File: config.mk
export PLATFORM = sky130hd
export DESIGN_NAME = operand_loader_flat
export DESIGN_NICKNAME = d
export VERILOG_FILES = /design/src/rtl/operand_loader_if.sv /design/src/rtl/operand_loader.sv /design/src/flat_wrapper.sv
export SDC_FILE = /design/constraint.sdc
export NUM_CORES = 1
export LEC_CHECK = 0
export BUFFER_PORTS_ARGS = -buffer_cell sky130_fd_sc_hd__buf_2
export CAP_MARGIN = 20
export CORE_MARGIN = 2
export CORE_UTILIZATION = 30
export CTS_BUF_LIST = sky130_fd_sc_hd__clkbuf_2
export DETAILED_ROUTE_END_ITERATION = 16
export PLACE_DENSITY_LB_ADDON = 0.3
export REMOVE_ABC_BUFFERS = 1
export SKIP_LAST_GASP = 1
export SYNTH_ARGS = -nofsm -noshare
export SYNTH_HDL_FRONTEND = slang
export SYNTH_SLANG_ARGS = --single-unit
File: constraint.sdc
create_clock -name clk -period 2.5 [get_ports clk]
set_clock_uncertainty 0.05 [all_clocks]
set_input_delay 0.125 -clock clk [delete_from_list [all_inputs] [get_ports clk]]
set_output_delay 0.125 -clock clk [all_outputs]
set_load 0.1 [all_outputs]
File: src/rtl/operand_loader_if.sv
// Operand-loader bus: switch/button inputs toward the loader and the captured
// operand pair, FSM state and load acknowledge back to the comparators/display.
interface operand_loader_if #(
    parameter int WIDTH = 4
);
    logic [WIDTH-1:0] sw;
    logic             key_load_n;
    logic             key_clear_n;
    logic [WIDTH-1:0] x_out;
    logic [WIDTH-1:0] y_out;
    logic             valid;
    logic [1:0]       state_out;
    logic             load_ack;

    modport master (
        output sw, key_load_n, key_clear_n,
        input  x_out, y_out, valid, state_out, load_ack
    );

    modport slave (
        input  sw, key_load_n, key_clear_n,
        output x_out, y_out, valid, state_out, load_ack
    );
endinterface

File: src/rtl/operand_loader.sv
// Captures two operands from board switches on debounced load presses and holds
// them, flagged valid, for the 4-bit comparators and the display.
module operand_loader #(
    parameter int WIDTH     = 4,
    parameter int DB_CYCLES = 500000,
    parameter int CNT_W     = 20
) (
    input logic             clk,
    input logic             rst_n,
    operand_loader_if.slave bus
);
    localparam logic [1:0]       ST_WAIT_X = 2'b00;
    localparam logic [1:0]       ST_WAIT_Y = 2'b01;
    localparam logic [1:0]       ST_READY  = 2'b10;
    localparam logic [CNT_W-1:0] DB_LAST   = CNT_W'(DB_CYCLES - 1);
    localparam int               KEY_LOAD  = 0;
    localparam int               KEY_CLEAR = 1;

    // Per-key conditioning state; bit 0 is the load key, bit 1 the clear key.
    logic [1:0]       r_s1;
    logic [1:0]       r_s2;
    logic [1:0]       r_db;
    logic [1:0]       r_db_d;
    logic [1:0]       r_arm;
    logic [1:0]       r_press;
    logic [1:0]       r_settle;
    logic [CNT_W-1:0] r_cnt [2];

    logic [WIDTH-1:0] r_x;
    logic [WIDTH-1:0] r_y;
    logic             r_valid;
    logic [1:0]       r_state;
    logic             r_ack;

    logic [1:0]       w_press_edge;

    // A key is armed only after the synchronisers have flushed and a debounced
    // release has been seen, so a button held through reset gives no press.
    assign w_press_edge = r_db_d & ~r_db & r_arm;

    // Synchronise, debounce, edge-detect and register the press pulses.
    always_ff @(posedge clk) begin
        if (!rst_n) begin
            r_s1     <= 2'b11;
            r_s2     <= 2'b11;
            r_db     <= 2'b11;
            r_db_d   <= 2'b11;
            r_arm    <= 2'b00;
            r_press  <= 2'b00;
            r_settle <= 2'd0;
            for (int k = 0; k < 2; k++) begin
                r_cnt[k] <= '0;
            end
        end else begin
            r_s1    <= {bus.key_clear_n, bus.key_load_n};
            r_s2    <= r_s1;
            r_db_d  <= r_db;
            r_press <= w_press_edge;
            if (r_settle != 2'd2) begin
                r_settle <= r_settle + 2'd1;
            end else begin
                r_settle <= r_settle;
            end
            for (int k = 0; k < 2; k++) begin
                if (r_s2[k] != r_db[k]) begin
                    if (r_cnt[k] == DB_LAST) begin
                        r_db[k]  <= r_s2[k];
                        r_cnt[k] <= '0;
                    end else begin
                        r_cnt[k] <= r_cnt[k] + CNT_W'(1);
                    end
                end else begin
                    r_cnt[k] <= '0;
                end
                if ((r_settle == 2'd2) && r_s2[k] && r_db[k]) begin
                    r_arm[k] <= 1'b1;
                end
            end
        end
    end

    // Load FSM: clear has priority over load; READY + load starts a new pair
    // and drops valid in the same edge that x changes.
    always_ff @(posedge clk) begin
        if (!rst_n) begin
            r_x     <= '0;
            r_y     <= '0;
            r_valid <= 1'b0;
            r_state <= ST_WAIT_X;
            r_ack   <= 1'b0;
        end else begin
            r_ack <= 1'b0;
            if (r_press[KEY_CLEAR]) begin
                r_x     <= '0;
                r_y     <= '0;
                r_valid <= 1'b0;
                r_state <= ST_WAIT_X;
            end else begin
                case (r_state)
                    ST_WAIT_X: begin
                        if (r_press[KEY_LOAD]) begin
                            r_x     <= bus.sw;
                            r_state <= ST_WAIT_Y;
                            r_ack   <= 1'b1;
                        end
                    end
                    ST_WAIT_Y: begin
                        if (r_press[KEY_LOAD]) begin
                            r_y     <= bus.sw;
                            r_valid <= 1'b1;
                            r_state <= ST_READY;
                            r_ack   <= 1'b1;
                        end
                    end
                    ST_READY: begin
                        if (r_press[KEY_LOAD]) begin
                            r_x     <= bus.sw;
                            r_valid <= 1'b0;
                            r_state <= ST_WAIT_Y;
                            r_ack   <= 1'b1;
                        end
                    end
                    default: begin
                        r_valid <= 1'b0;
                        r_state <= ST_WAIT_X;
                    end
                endcase
            end
        end
    end

    assign bus.x_out     = r_x;
    assign bus.y_out     = r_y;
    assign bus.valid     = r_valid;
    assign bus.state_out = r_state;
    assign bus.load_ack  = r_ack;
endmodule

File: src/flat_wrapper.sv
// flat-port wrapper written by rule: the top's interface ports become plain ports
module operand_loader_flat 
#(
    parameter int WIDTH     = 4,
    parameter int DB_CYCLES = 500000,
    parameter int CNT_W     = 20
)
  (clk, rst_n, bus_sw, bus_key_load_n, bus_key_clear_n, bus_x_out, bus_y_out, bus_valid, bus_state_out, bus_load_ack);
  operand_loader_if #(.WIDTH(WIDTH)) bus_i ();
  input logic clk;
  input logic rst_n;
  input wire logic [$bits(bus_i.sw)-1:0] bus_sw;
  input wire logic [$bits(bus_i.key_load_n)-1:0] bus_key_load_n;
  input wire logic [$bits(bus_i.key_clear_n)-1:0] bus_key_clear_n;
  output wire logic [$bits(bus_i.x_out)-1:0] bus_x_out;
  output wire logic [$bits(bus_i.y_out)-1:0] bus_y_out;
  output wire logic [$bits(bus_i.valid)-1:0] bus_valid;
  output wire logic [$bits(bus_i.state_out)-1:0] bus_state_out;
  output wire logic [$bits(bus_i.load_ack)-1:0] bus_load_ack;
  assign bus_i.sw = bus_sw;
  assign bus_i.key_load_n = bus_key_load_n;
  assign bus_i.key_clear_n = bus_key_clear_n;
  assign bus_x_out = bus_i.x_out;
  assign bus_y_out = bus_i.y_out;
  assign bus_valid = bus_i.valid;
  assign bus_state_out = bus_i.state_out;
  assign bus_load_ack = bus_i.load_ack;
  operand_loader #(.WIDTH(WIDTH), .DB_CYCLES(DB_CYCLES), .CNT_W(CNT_W)) u_core (.clk(clk), .rst_n(rst_n), .bus(bus_i));
endmodule
[Word level (Yosys, flattened, before mapping)]
Memories as Yosys holds them, arrays and structs flattened.
Cells that the tools add are included.
Storage, ports and cells
  input port bits: 8
  memory bits (writable): 40
  memories kept: 1
  register bits: 26
Operators by class
  reductions and logical operators: 15
  bitwise operators: 12
  equal/unequal tests: 11
  add/subtract/negate cells: 3
  mux-type cells: 36
Memories
  u_core.r_cnt: words 2, bits a word 20, rd ports 2, clocked after Yosys merged registers in 0, write ports 2, RTL line operand_loader.sv:27  | logic [CNT_W-1:0] r_cnt [2];
Operators with widths (count)
  20-bit 2-to-1 mux: 6
  20-bit by 1-bit adder with 20-bit output, second input constant: 2
  20-bit by 19-bit equality test with 1-bit output, second input constant: 2
  1-bit 2-to-1 mux: 26
  2-bit AND reduction: 5
  2-bit by 1-bit != test with 1-bit output, second input constant: 3
  1-bit bitwise OR: 6
  3-bit OR reduction: 2
  2-bit AND: 2
  2-bit equality test, second input constant: 2
  1-bit logical AND: 4
  2-bit 2-to-1 mux: 2
  2-bit case mux with 2 select lines: 1
  2-bit OR reduction: 2
  1-bit inverter: 3
  1-bit case mux with 3 select lines: 1
  3-bit AND reduction: 1
  2-bit by 1-bit adder with 2-bit output, second input constant: 1
  2-bit by 1-bit equality test with 1-bit output, second input constant: 1
  2-bit logical NOT: 1
  1-bit != test: 2
  2-bit != test, second input constant: 1
  2-bit inverter: 1

[Depth between registers and ports, before layout]
  word-level depth: 8
  gate-level depth with buffers: 7

[Worst setup path after synthesis]
Ideal clock, no wire load.
  kind: register -> register
  start: memory u_core.r_cnt[0][5]
  end: memory u_core.r_cnt[0][9], data pin
  data arrival time: 1.734 ns
  cell stages (with the launch flop): 7
  setup slack: 0.461 ns
  required time: 2.196 ns
  period minus slack after synthesis: 2.039 ns
  cell sequence: edfxtp_1 buf_6 or4_1 or3_4 o21bai_4 buf_6 nor2_1
RTL lines (RTL line)
  start, declared: operand_loader.sv:27

==> qor.yml <==
status:
  status: "finished, final reports clean"
power_and_ir_drop:
  power_frac_seq: 0.582
  internal-power_mw: 1.628
  p_sw_mw: 0.5381
  ir_drop_mv: 0.2206
  switching_share: 0.2485
  power_density_nw_per_um2: 571.1
  p_leak_nw: 1.357
  comb_power_share: 0.075
  power_mw: 2.166
  clock_power_share: 0.343
cts:
  cts_tree: "done"
  cts.path.max_buffers: 2
  post-cts-setup-buffers: 0
  clkTransAtPathRegs_ps: 210
  clockRootBuffer: "clkbuf_2"
  htree_levels: 3
  clock-sinks: 66
  postCtsHoldBufs: 9
  clk_latency_ps: 480
  cts_resized: 0
  cts_buffers: 9
synthesis:
  synth_area_um2: 3164
  synth_ff_type: "edfxtp_1"
  synth.most_common_cell: "nor2_1"
  synth_top_area_cell: "edfxtp_1"
  ys_async_sr_fraction: 0
  synth_area_leaders: "edfxtp_1 (38%), dfxtp_1 (16%), xnor2_1 (6.9%), nor2_1 (6.9%), mux2i_1 (3.2%)"
  synth_commonest_cells: "nor2_1 (58), edfxtp_1 (40), dfxtp_1 (26)"
  synth.distinct_cells: 38
  syn_avg_cell_area_um2: 10.34
  synth_seq_cells: 66
  synth_warnings: 0
  synthCells: 306
  synth_edf_count: 40
  yosysTopAreaCellShare: 0.3796
  yosysSeqAreaShare: 0.5441
sta:
  worstMarginPinSlew_ps: 569.3
  fin_tns_setup_ps: 0
  layout_setup_ws_ps: 274.8
  maxSlewViolCount: 0
  slew_headroom: 0.6197
  hold_viol: 0
  fmax_ghz: 0.4494
  rsz0062_at_grt: "no"
  fin_crit_ps: 2225
  finalSetupViolCount: 0
  finalCritPeriodShare: 0.8901
die:
  io-pin-count: 20
  core_region_area_um2: 10280
  die_w_um: 106.7
  die_h_um: 106.7
  initial_utilization: 0.3079
  dieArea_um2: 11380
  placementRows: 37
global_route:
  grt_first_pass_wirelength_um: 9936
  grt_pass1_vias: 2185
  antenna_found_initial: 0
  grt-ovfl-total: 0
  grt.total_usage: 0.1093
  grt_max_degree: 18
placed_design:
  portBuffers: 19
  place.detailed.hpwl_um: 4091
  gp_congestion: 0.7891
  dp_slack_ps: 272.2
route:
  vias_per_cell: 4.458
  drc: 0
  wl_um: 5683
  wire_per_inst_um: 10.93
  vias: 2318
  ant_nets: 0
  drt_pass1_iterations: 5
  drtIter0Drc: 148
worst_setup_path:
  arrival_ps: 2410
  crit_fanout: 17
  crit_type: "flip-flop to flip-flop"
  crit_required_ps: 2680
  start_kind: "flip-flop"
  end_kind: "flip-flop"
cells_and_area:
  final_nets: 390
  n_fill_cell: 1065
  layout-drive-gt1-share: 0.1198
  area_growth_pct: 19.85
  n_antenna_cell: 0
min_path:
  hp-class: "input port to flip-flop"
run:
  drv_cap: 0
## power groups by stage
stage          Clock (mW)  Combinational, mW  Sequential [mW]
6_report            0.743              0.163             1.26
3_3_place_gp            0              0.148             1.28
2_1_floorplan           0              0.110             1.28
4_1_cts             0.786              0.164             1.26
5_1_grt             0.827              0.189             1.27
3_5_place_dp            0              0.152             1.28
## kinds of logic after synthesis
kind of cell,Yosys count,share of synthesized area
adder cells (fa/ha/maj),3,0.01186
AO/OA/AOI/OAI,19,0.03638
buffers and inverters,19,0.02807
other,1,0.001185
multiplexers,10,0.03163
flip-flops,66,0.5441
AND/OR/NAND/NOR,155,0.2554
XOR/XNOR,33,0.09134
## routing by layer
| metal | vias up | track usage | share of wire |
|---|---|---|---|
| li1 | 1192 | - | - |
| met1 | 1090 | 0.1354 | 0.46 |
| met2 | 34 | 0.1788 | 0.50 |
| met3 | 2 | 0.04012 | 0.037 |
| met4 | 0 | 0.03154 | 0.0044 |
| met5 | - | 0 | 0 |
## final timing paths
check | from | end | slack [ps] | cells past startpoint
hold reg to reg | u_core.r_db_d[1] | u_core.r_press[1] | 370 | 2
setup reg to reg | u_core.r_cnt[0][10] | u_core.r_cnt[0][9] | 270 | 4
hold / removal | bus_sw[2] | u_core.bus.x_out[2] | 360 | 4
setup / recovery | u_core.r_cnt[0][10] | u_core.r_cnt[0][9] | 270 | 4
## state kept, by name, indices dropped and copies added, names as in the netlist
name / flops
u_core.r_s1: 2
u_core.bus.load_ack: 1
u_core.r_press: 2
u_core.bus.y_out: 4
u_core.r_arm: 2
u_core.bus.x_out: 4
u_core.r_db: 2
u_core.r_db_d: 2
u_core.r_cnt: 40
u_core.bus.valid: 1
u_core.bus.state_out: 2
u_core.r_s2: 2
u_core.r_settle: 2
## worst max-delay path, stage by stage, from the launching register on
cell and delay (ps):
edfxtp_1 500, or4_1 540, or3_4 410, o21bai_4 380
nor2_1 100
## stage by stage
stage | area [µm²] | std cells | utilization | hold WS, ps
after CTS | 3792 | 520 | 0.3690 | 293.5
after floorplan | 3259 | 336 | - | 148.0
final | 3792 | 520 | 0.3690 | 360.4
after global routing | 3792 | 520 | 0.3690 | 257.4
after global placement | 3555 | 495 | 0.3459 | 257.2
after detailed placement | 3555 | 495 | 0.3459 | 258.0
## cell usage in the layout, fill, tap and decap left out, types with 3 or more instances in the layout
| cell | count |
|---|---|
| a21oi_1 | 8 |
| a31oi_1 | 3 |
| buf_2 | 19 |
| buf_4 | 4 |
| clkbuf_2 | 9 |
| clkinv_4 | 3 |
| conb_1 | 40 |
| dfxtp_1 | 26 |
| dlygate4sd3_1 | 9 |
| edfxtp_1 | 40 |
| ha_1 | 3 |
| inv_1 | 10 |
| mux2i_1 | 10 |
| nand2_1 | 16 |
| nand2b_1 | 6 |
| nand3_1 | 14 |
| nand4_1 | 12 |
| nor2_1 | 58 |
| nor2b_1 | 6 |
| nor3_1 | 10 |
| nor3b_1 | 3 |
| nor4_1 | 9 |
| o21ai_0 | 6 |
| or3_1 | 5 |
| xnor2_1 | 25 |
| xor2_1 | 8 |
## area by class of cell
type / count / area (µm²) / area share
Sequential cell: 66 / 1722 / 0.4540
Multi-Input combinational cell: 260 / 1500 / 0.3956
Timing Repair Buffer: 32 / 215.2 / 0.05675
Tap cell: 136 / 170.2 / 0.04487
Clock inverter: 7 / 102.6 / 0.02705
Clock buffer: 9 / 45.04 / 0.01188
Inverter: 10 / 37.54 / 0.009898
No activity file was read; power rests on OpenSTA's default activity.
